$ cat src/rtl/fetch_unit.sv
// Instruction-fetch stage: program counter, IDLE/RUN/DONE sequencing, absolute-branch
// target LUT and a saturating RUN-cycle counter feeding the instruction ROM.
module fetch_unit #(
  parameter int PC_W      = 10,
  parameter int LUT_DEPTH = 64,
  parameter int CNT_W     = 16
) (
  input  logic             Clk,
  input  logic             Reset,
  input  logic             Start,
  input  logic [PC_W-1:0]  StartAddr,
  input  logic             Branch,
  input  logic             BranchEn,
  input  logic [5:0]       PCTarg,
  input  logic             Ack,
  input  logic             Stall,
  input  logic             LutWrEn,
  input  logic [5:0]       LutWrAddr,
  input  logic [PC_W-1:0]  LutWrData,
  output logic [PC_W-1:0]  ProgCtr,
  output logic             Running,
  output logic             Done,
  output logic [CNT_W-1:0] CycleCnt
);

  // Handshake: Start is a level request accepted on any edge where the state is
  // IDLE or DONE; Done stays high until the next accepted Start or Reset.

  typedef enum logic [1:0] {
    IDLE = 2'd0,
    RUN  = 2'd1,
    DONE = 2'd2
  } state_t;

  state_t           state_q, state_d;
  logic [PC_W-1:0]  pc_q, pc_d;
  logic [CNT_W-1:0] cnt_q, cnt_d;
  logic             running_q, done_q;
  logic [PC_W-1:0]  lut_q [LUT_DEPTH];

  logic [PC_W-1:0]  lut_rd;
  logic [PC_W-1:0]  rel_off;
  logic             lut_wr;

  assign lut_rd  = lut_q[PCTarg];
  assign rel_off = {{(PC_W-6){PCTarg[5]}}, PCTarg};
  assign lut_wr  = LutWrEn && (state_q != RUN);

  always_comb begin
    state_d = state_q;
    pc_d    = pc_q;
    cnt_d   = cnt_q;
    case (state_q)
      IDLE, DONE: begin
        if (Start) begin
          state_d = RUN;
          pc_d    = StartAddr;
          cnt_d   = '0;
        end
      end
      RUN: begin
        // Every RUN cycle counts, including stalls and the halt cycle.
        if (cnt_q != {CNT_W{1'b1}}) cnt_d = cnt_q + 1'b1;
        if (Stall) begin
          pc_d = pc_q;
        end else if (Ack) begin
          state_d = DONE;
        end else if (Branch) begin
          pc_d = lut_rd;
        end else if (BranchEn) begin
          pc_d = pc_q + rel_off;
        end else begin
          pc_d = pc_q + 1'b1;
        end
      end
      default: state_d = IDLE;
    endcase
  end

  always_ff @(posedge Clk) begin
    if (Reset) begin
      state_q   <= IDLE;
      pc_q      <= '0;
      cnt_q     <= '0;
      running_q <= 1'b0;
      done_q    <= 1'b0;
      for (int i = 0; i < LUT_DEPTH; i++) lut_q[i] <= '0;
    end else begin
      state_q   <= state_d;
      pc_q      <= pc_d;
      cnt_q     <= cnt_d;
      running_q <= (state_d == RUN);
      done_q    <= (state_d == DONE);
      if (lut_wr) lut_q[LutWrAddr] <= LutWrData;
    end
  end

  assign ProgCtr  = pc_q;
  assign Running  = running_q;
  assign Done     = done_q;
  assign CycleCnt = cnt_q;

endmodule

$ cat config.mk
export PLATFORM = sky130hd
export DESIGN_NAME = fetch_unit
export DESIGN_NICKNAME = d
export VERILOG_FILES = /design/src/rtl/fetch_unit.sv
export SDC_FILE = /design/constraint.sdc
export NUM_CORES = 1
export LEC_CHECK = 0
export CORE_ASPECT_RATIO = 1.1
export CORE_MARGIN = 1
export CORE_UTILIZATION = 35
export CTS_CLUSTER_SIZE = 14
export DETAILED_ROUTE_END_ITERATION = 12
export PLACE_DENSITY_LB_ADDON = 0.12
export SKIP_LAST_GASP = 1
export SYNTH_ARGS = -nofsm -noshare
export SYNTH_HDL_FRONTEND = slang
export SYNTH_SLANG_ARGS = --single-unit
export TNS_END_PERCENT = 50
$ cat constraint.sdc
create_clock -name Clk -period 5.35 [get_ports Clk]
set_input_delay 0.535 -clock Clk [delete_from_list [all_inputs] [get_ports Clk]]
set_output_delay 0.535 -clock Clk [all_outputs]
set_load 0.005 [all_outputs]
==> reports/metrics.csv, run 1 <==
metric,value,unit
drt_iter0_drc,1415,
async_flop_share,0,%
worstMarginPinSlew,1.17,ns
yosysMostFrequentCell,and2_1,
tns,0,ns
p_int,9150,µW
timing.final.crit_period,3.77,ns
path_max_fanout,15,
antenna_found_initial,3,
dpl-instance-area,33200,µm²
rsz0062_at_grt,false,
timing.final.crit_share,70.4,%
drive_gt1_share,18.3,%
htree_levels,3,
grt_use_total,20.2,%
syn2layout_area_growth,12.1,%
netlist_instances,2171,
gp_congestion,0.814,
synth_edf_count,640,
pwr-share-clk,41.7,%
die-width,289,µm
status,completed,
cp.arrival,4.06,ns
critPathCaptureType,flip-flop,
grt_first_pass_wirelength,132,mm
fin_skew,0.0202,ns
yosysWarnings,0,
report.final.slew_viol_count,0,
via_per_inst,5.23,
syn-mean-instance-area,14.6,µm²
post_cts_buffers,0,
hold_class,in2reg,
clock_sinks,670,
instances_no_fill,3373,
path_class,reg2reg,
clockBufferDepth,3,
route.detailed.drc,0,
power_per_cell_area,335,nW/µm²
cts_tree,done,
drt-pass1-iter-count,5,
placedCellCount,3243,
maxCapViolations,0,
synthesis.area,31700,µm²
clk_latency,0.62,ns
ios,68,
place_worst_setup_slack,1.35,ns
wl_per_cell,27.1,µm
leakage,0.0125,µW
grt_max_degree,69,
combPwrFrac,7.7,%
seq_power_share,50.5,%
layout_setup_ws,1.58,ns
synth_fp_nets,2218,
core_area,89500,µm²
rows,115,
synth.top_cells.by_count,"647 x and2_1, 640 x edfxtp_1, 164 x mux4_2",
sw_frac_of_total,23.2,%
fin_nets,2196,
cts_resized,0,
reg2reg_depth,5,
final_area,35500,µm²
vdd_drop_max,0.226,mV
yosysSeqAreaShare,62.6,%
cts_made_buffers,74,
synthTopCellsByArea,"edfxtp_1 61%, and2_1 13%, mux4_2 12%",
holdPathStages,3,
antenna_left,0,
hold_viol,0,
crit_required,5.64,ns
p_sw,2760,µW
ys_types,62,
grt_pass1_vias,18200,
hpwl,57.3,mm
dominantRegCellSynth,edfxtp_1,
wirelength,91.3,mm
port-buffer-count,67,
startpoint_type,flip-flop,
vias,17600,
clock-root-buffer,clkbuf_16,
synth_top_cell_by_area,edfxtp_1,
clkSlewWorstSetupHoldPaths,0.06,ns
synth_top_area_share,60.7,%
globalRoute.totalOverflow,0,
setup_violations,0,
die_h,317,µm
synth_seq_cells,670,
hold_buffers,0,
slew_headroom,21.8,%
initial_core_util,35.4,%
die_area,91700,µm²
max_freq,0.265,GHz
-- cell usage in the layout (no fill, tap or decap), drive strengths merged, types with 6 or more instances in the layout --
cell type      Yosys  final
o32ai             10     10
nor3              16     16
clkbuf           156     97
or2               71     71
o22ai             10     10
edfxtp           640    640
o2111ai            6      6
nor2b             12     12
mux4             173    173
a211oi            10     10
a2111oi            7      7
and2             647    647
xor2              10     10
a21oi             16     16
dfxtp             30     30
clkinv             1     23
mux2               8      8
inv                8     11
nor2             115    115
xnor2              8      8
o21ai             16     16
clkdlybuf4s50      0     52
buf               54     60
nand2             36     36
mux2i             33     33
ha                 6      6
nand3             12     12
-- sequential cells by signal, indices dropped and copies added, names as in the netlist --
name	count
CycleCnt	16
Done	1
ProgCtr	10
Running	1
lut_q	640
state_q	2
-- area by class of cell --
| class | count | area, µm² |
|---|---|---|
| fillers | 8251 | 54000 |
| repair buffers | 112 | 1030 |
| flip-flops and latches | 670 | 19800 |
| well taps | 1170 | 1460 |
| clock buffers | 97 | 2000 |
| diodes | 1 | 2.50 |
| inverters | 9 | 33.8 |
| multi-input cells | 1282 | 10800 |
| clock inverters | 32 | 285 |
-- worst paths after layout --
path	from	end	slack (ns)
worst max-delay path	state_q[0]$_SDFF_PP0_	lut_q[32][9]$_SDFFCE_PN0P_	1.58
worst min-delay path	Reset	Done$_SDFF_PP0_	0.52
worst max register to register	state_q[0]$_SDFF_PP0_	lut_q[32][9]$_SDFFCE_PN0P_	1.58
worst min register to register	CycleCnt[10]$_SDFFE_PP0P_	CycleCnt[10]$_SDFFE_PP0P_	0.54
-- power by group through the flow --
| stage | sequential [µW] | clock [µW] | combinational (µW) |
|---|---|---|---|
| 4_1_cts | 6020 | 5080 | 936 |
| 6_report | 6020 | 4960 | 922 |
| 3_3_place_gp | 6120 | 0 | 928 |
| 3_5_place_dp | 6130 | 0 | 933 |
| 2_1_floorplan | 6080 | 0 | 573 |
| 5_1_grt | 6030 | 5260 | 979 |
-- logic make-up after synthesis --
group / share of synthesized area [%]
mux: 13.7
compound gates: 2.49
fa+ha+maj: 0.300
flops: 62.6
buf+inv: 3.15
xor+xnor: 0.498
simple gates: 17.2
-- worst max-delay path: stages (launching register included) --
cell and delay, ns:
dfxtp_1 0.45, nor2b_1 0.22, nor4b_1 0.86, nand2_1 0.81
nor2_1 0.71, or2_2 0.39
-- metrics by stage --
| stage | total power, µW | util [%] | hold slack (ns) |
|---|---|---|---|
| 6_report | 11900 | 39.6 | 0.525 |
| 3_3_place_gp | 7050 | 37.1 | 0.521 |
| 3_5_place_dp | 7060 | 37.1 | 0.531 |
| 5_1_grt | 12300 | 39.6 | 0.530 |
| 2_1_floorplan | 6650 | - | 0.499 |
| 4_1_cts | 12000 | 39.6 | 0.501 |
-- metal layers --
layer,track usage [%],up-vias,wire (µm)
met2,32.9,462,44200
met5,0,-,12
met4,4.97,2,1840
met1,28.0,9183,40500
met3,3.28,116,4720
li1,-,7874,-
(Power assumes the default switching activity.)
==> inputs of run 2 (changes only) <==
==> constraint.sdc (replaced) <==
create_clock -name Clk -period 3.4 [get_ports Clk]
set_input_delay 0.34 -clock Clk [delete_from_list [all_inputs] [get_ports Clk]]
set_output_delay 0.34 -clock Clk [all_outputs]
set_load 0.005 [all_outputs]
==> run 2 against run 1 <==
  * Setup slack worse by 1.3 ns
  * Worst hold slack worse by 0.48 ns
  * Flip-flop and latch count stayed put
  * Non-clock buffer count is 88 higher
  * Die area stayed put
  * Wire length is 1.4% higher
  * Final cell count is 2.7% higher
  * Combinational power is 64% higher
  * Register-to-register slack worse by 1.3 ns
  * Via count is 1.4% higher
  * Critical path type unchanged
  * Critical endpoint is now lut_q[35][5]$_SDFFCE_PN0P_
==> reports/metrics.csv, run 2 (same netlist as run 1, synthesis figures left out) <==
metric,value,unit,change
worstMarginPinSlew,1.07,ns,was 1.17 ns
timing.final.crit_period,3.08,ns,was 3.77 ns
ios,68,,unchanged
wl_per_cell,26.7,µm,was 27.1 µm
vias,17900,,"was 17,600"
layout_common_cells,"647 x and2_1, 640 x edfxtp_1, 164 x mux4_2",,unchanged
wirelength,92.5,mm,was 91.3 mm
max_freq,0.324,GHz,was 0.265 GHz
regMostFlops,lut_q,,unchanged
die_h,317,µm,unchanged
post_cts_buffers,0,,unchanged
globalRoute.totalOverflow,0,,unchanged
hold_class,in2reg,,unchanged
largest_register_ffs,640,,unchanged
clock_sinks,670,,unchanged
hold_buffers,0,,unchanged
htree_levels,3,,unchanged
maxCapViolations,0,,unchanged
path_max_fanout,15,,unchanged
pwr-share-clk,41.5,%,was 41.7%
die_area,91700,µm²,unchanged
diodes,0,,was 1
grt_pass1_vias,18300,,"was 18,200"
power_per_cell_area,518,nW/µm²,was 335 nW/µm²
rsz0062_at_grt,false,,unchanged
dpl-instance-area,33800,µm²,"was 33,200 µm²"
final_common_cell,and2_1,,unchanged
vdd_drop_max,0.319,mV,was 0.226 mV
clk_latency,0.64,ns,was 0.62 ns
hold_viol,0,,unchanged
sw_frac_of_total,23.8,%,was 23.2%
critPathCaptureType,flip-flop,,unchanged
crit_required,3.70,ns,was 5.64 ns
path_class,reg2reg,,unchanged
startpoint_type,flip-flop,,unchanged
drt-pass1-iter-count,5,,unchanged
fin_nets,2284,,"was 2,196"
core_area,89500,µm²,unchanged
p_sw,4460,µW,was 2760 µW
fillers,8204,,"was 8,251"
cts_made_buffers,74,,unchanged
drive_gt1_share,21.7,%,was 18.3%
clock-root-buffer,clkbuf_16,,unchanged
setup_violations,0,,unchanged
rows,115,,unchanged
cts_tree,done,,unchanged
slew_headroom,28.5,%,was 21.8%
syn2layout_area_growth,14.1,%,was 12.1%
leakage,0.0130,µW,was 0.0125 µW
final_area,36100,µm²,"was 35,500 µm²"
clkSlewWorstSetupHoldPaths,0.06,ns,about the same
via_per_inst,5.16,,was 5.23
seq_power_share,50.4,%,was 50.5%
cts_resized,0,,unchanged
die-width,289,µm,unchanged
route.detailed.drc,0,,unchanged
fin_skew,0.0239,ns,was 0.0202 ns
layout_setup_ws,0.316,ns,was 1.58 ns
place_worst_setup_slack,0.187,ns,was 1.35 ns
r2r_slack,0.32,ns,was 1.58 ns
tns,0,ns,unchanged
report.final.slew_viol_count,0,,unchanged
combPwrFrac,8.1,%,was 7.7%
clockBufferDepth,3,,unchanged
antenna_left,0,,unchanged
antenna_found_initial,2,,was 3
status,completed,,unchanged
cp.arrival,3.38,ns,was 4.06 ns
p_int,14300,µW,was 9150 µW
gp_congestion,0.874,,was 0.814
timing.final.crit_share,90.7,%,was 70.4%
grt_use_total,20.3,%,was 20.2%
hpwl,61.0,mm,was 57.3 mm
drt_iter0_drc,1518,,"was 1,415"
initial_core_util,35.4,%,unchanged
grt_first_pass_wirelength,133,mm,was 132 mm
grt_max_degree,82,,was 69
port-buffer-count,67,,unchanged
run 2: critical path, stage by stage, from the launching register on:
cell and delay (ns):
dfxtp_1 0.46, nor2b_1 0.23, nor4b_1 0.73, nand3_1 0.41
nor2_1 0.57, or2_2 0.37
run 2: power by group through the flow:
stage | Clock, µW | Combinational (µW) | Sequential, µW
final | 7770 | 1510 | 9440
after global routing | 8230 | 1600 | 9470
after CTS | 7950 | 1540 | 9440
after detailed placement | 0 | 1540 | 9620
after global placement | 0 | 1530 | 9600
after floorplan | 0 | 901 | 9560
run 2: final timing paths:
check                                               start                         end  depth (start not counted)
worst max-delay path                state_q[0]$_SDFF_PP0_  lut_q[35][5]$_SDFFCE_PN0P_                          5
worst min register to register  CycleCnt[13]$_SDFFE_PP0P_   CycleCnt[13]$_SDFFE_PP0P_                          2
worst min-delay path                         LutWrData[6]  lut_q[11][6]$_SDFFCE_PN0P_                          2
worst max register to register      state_q[0]$_SDFF_PP0_  lut_q[35][5]$_SDFFCE_PN0P_                          5
run 2: area by class of cell:
class / instances / area (µm²) / share of cell area, %
inverters: 9 / 33.8 / 0.0935
clock inverters: 40 / 310 / 0.859
clock buffers: 93 / 1970 / 5.44
flip-flops and latches: 670 / 19800 / 54.9
multi-input cells: 1282 / 10800 / 30.0
well taps: 1170 / 1460 / 4.05
repair buffers: 200 / 1690 / 4.67
run 2: per-layer routing:
| metal | GRT usage, % | up-vias | share of wire (%) |
|---|---|---|---|
| met5 | 0 | - | 0 |
| met4 | 5.59 | 0 | 2.4 |
| met3 | 3.16 | 105 | 4.7 |
| met2 | 33.1 | 404 | 48 |
| met1 | 28.0 | 9339 | 45 |
| li1 | - | 8033 | - |
run 2: metrics by stage:
stage	util, %	std cells	total power, µW	hold slack (ns)
final	40.4	3464	18700	0.0482
after CTS	40.4	3464	18900	0.0165
after global routing	40.4	3464	19300	0.0343
after detailed placement	37.8	3331	11200	0.535
after global placement	37.8	3331	11100	0.537
after floorplan	-	2171	10500	0.499
==> inputs of run 3 (changes only) <==
--- a/config.mk
+++ b/config.mk
@@ -5,7 +5,6 @@
 export SDC_FILE = /design/constraint.sdc
 export NUM_CORES = 1
 export LEC_CHECK = 0
-export CORE_ASPECT_RATIO = 1.1
 export CORE_MARGIN = 1
 export CORE_UTILIZATION = 35
 export CTS_CLUSTER_SIZE = 14
==> run 3 against run 2 <==
  * Register-to-register slack better by 0.28 ns
  * Non-clock buffer count down 2
  * Worst hold slack better by 0.24 ns
  * Clock skew down 0.0036 ns
  * Sequential power about the same
  * Clock-buffer cell count up 10
  * Global-route usage up 0.098 points
  * Clock power up 4.4%
  * Maximum frequency up 10%
  * Wire length down 0.29%
  * Critical path type unchanged
  * Critical endpoint is now ProgCtr[2]$_SDFFE_PP0P_
  * Largest cell class unchanged
  * Largest power group unchanged
==> reports/metrics.csv, run 3 (same netlist as run 1, synthesis figures left out) <==
metric,value,unit,change
drt_iter0_drc,1598,,"was 1,518"
timing.final.crit_share,82.5,%,was 90.7%
antenna_found_initial,4,,was 2
status,completed,,unchanged
final_common_cell,and2_1,,unchanged
hold_viol,0,,unchanged
slew_headroom,23.9,%,was 28.5%
grt_first_pass_wirelength,134,mm,was 133 mm
htree_levels,3,,unchanged
grt_max_degree,65,,was 82
p_int,14600,µW,"was 14,300 µW"
route.detailed.drc,0,,unchanged
ios,68,,unchanged
drive_gt1_share,21.5,%,was 21.7%
wirelength,92.3,mm,was 92.5 mm
drt-pass1-iter-count,5,,unchanged
final_area,36300,µm²,"was 36,100 µm²"
wl_per_cell,26.6,µm,was 26.7 µm
seq_power_share,49.5,%,was 50.4%
dpl-instance-area,33900,µm²,"was 33,800 µm²"
largest_register_ffs,640,,unchanged
rsz0062_at_grt,false,,unchanged
fin_skew,0.0203,ns,was 0.0239 ns
fin_nets,2284,,unchanged
maxCapViolations,0,,unchanged
multiInputGateArea,10800,µm²,unchanged
grt_pass1_vias,18400,,"was 18,300"
power_per_cell_area,525,nW/µm²,was 518 nW/µm²
pwr-share-clk,42.5,%,was 41.5%
port-buffer-count,67,,unchanged
gp_congestion,0.879,,was 0.874
clockBufferDepth,3,,unchanged
grt_use_total,20.4,%,was 20.3%
clk_latency,0.62,ns,was 0.64 ns
cts_tree,done,,unchanged
hpwl,60.0,mm,was 61.0 mm
report.final.slew_viol_count,0,,unchanged
vdd_drop_max,0.352,mV,was 0.319 mV
core_area,88900,µm²,"was 89,500 µm²"
globalRoute.totalOverflow,0,,unchanged
die_area,91700,µm²,about the same
fillers,8105,,"was 8,204"
hold_class,in2reg,,unchanged
post_cts_buffers,0,,unchanged
p_sw,4430,µW,was 4460 µW
sw_frac_of_total,23.2,%,was 23.8%
cts_made_buffers,76,,was 74
cts_resized,0,,unchanged
vias,18100,,"was 17,900"
die_h,303,µm,was 317 µm
clock-root-buffer,clkbuf_16,,unchanged
regMostFlops,lut_q,,unchanged
setup_violations,0,,unchanged
die-width,303,µm,was 289 µm
max_freq,0.357,GHz,was 0.324 GHz
initial_core_util,35.6,%,was 35.4%
r2r_slack,0.60,ns,was 0.32 ns
seq_area,19800,µm²,unchanged
critPathCaptureType,flip-flop,,unchanged
syn2layout_area_growth,14.8,%,was 14.1%
crit_required,3.93,ns,was 3.70 ns
combPwrFrac,8.0,%,was 8.1%
via_per_inst,5.22,,was 5.16
rows,109,,was 115
path_class,reg2reg,,unchanged
worstMarginPinSlew,1.13,ns,was 1.07 ns
path_max_fanout,15,,unchanged
leakage,0.0131,µW,was 0.0130 µW
hold_buffers,0,,unchanged
tns,0,ns,unchanged
cp.arrival,3.34,ns,was 3.38 ns
clkSlewWorstSetupHoldPaths,0.06,ns,about the same
timing.hold.ws,0.288,ns,was 0.0482 ns
timing.final.crit_period,2.80,ns,was 3.08 ns
layout_common_cells,"647 x and2_1, 640 x edfxtp_1, 164 x mux4_2",,unchanged
antenna_left,0,,unchanged
startpoint_type,flip-flop,,unchanged
clock_sinks,670,,unchanged
-- run 3: routing by layer --
layer | GRT usage (%) | part of all wire, % | vias up
met3 | 3.48 | 5.0 | 108
met4 | 4.41 | 1.7 | 4
met1 | 28.9 | 46 | 9438
li1 | - | - | 8065
met5 | 0 | 0.025 | -
met2 | 33.0 | 47 | 458
-- run 3: final cells by class --
cell class	count	area share [%]
tap	1165	4.01
sequential	670	54.5
clock buffer	103	5.69
multi-input combinational	1282	29.8
antenna	1	0.00689
timing repair buffer	198	4.85
inverter	9	0.0930
clock inverter	36	0.964
-- run 3: power groups by stage --
stage / logic [µW] / clock network (µW) / registers [µW]
final: 1520 / 8110 / 9440
after global placement: 1530 / 0 / 9600
after global routing: 1610 / 8570 / 9470
after CTS: 1540 / 8280 / 9450
after floorplan: 901 / 0 / 9560
after detailed placement: 1540 / 0 / 9620
-- run 3: stage by stage --
step	worst slack, ns	power, µW	instances	util, %
2_1_floorplan	0.292	10500	2171	-
3_3_place_gp	0.272	11100	3324	38.1
3_5_place_dp	0.256	11200	3324	38.1
4_1_cts	0.665	19300	3463	40.9
5_1_grt	0.380	19700	3463	40.9
6_report	0.596	19100	3464	40.9
-- run 3: critical path, stage by stage (launching register included) --
cell     delay, ns
dfxtp_1       0.66
or4b_2        0.81
o21ai_0       0.50
o32ai_1       0.24
a311o_1       0.37
a31oi_1       0.14
-- run 3: path summary, 6_finish.rpt --
kind / to / depth (start not counted) / start
worst max-delay path: ProgCtr[2]$_SDFFE_PP0P_ / 5 / state_q[0]$_SDFF_PP0_
worst min-delay path: CycleCnt[0]$_SDFFE_PP0P_ / 3 / Reset
worst max register to register: ProgCtr[2]$_SDFFE_PP0P_ / 5 / state_q[0]$_SDFF_PP0_
worst min register to register: CycleCnt[10]$_SDFFE_PP0P_ / 2 / CycleCnt[10]$_SDFFE_PP0P_
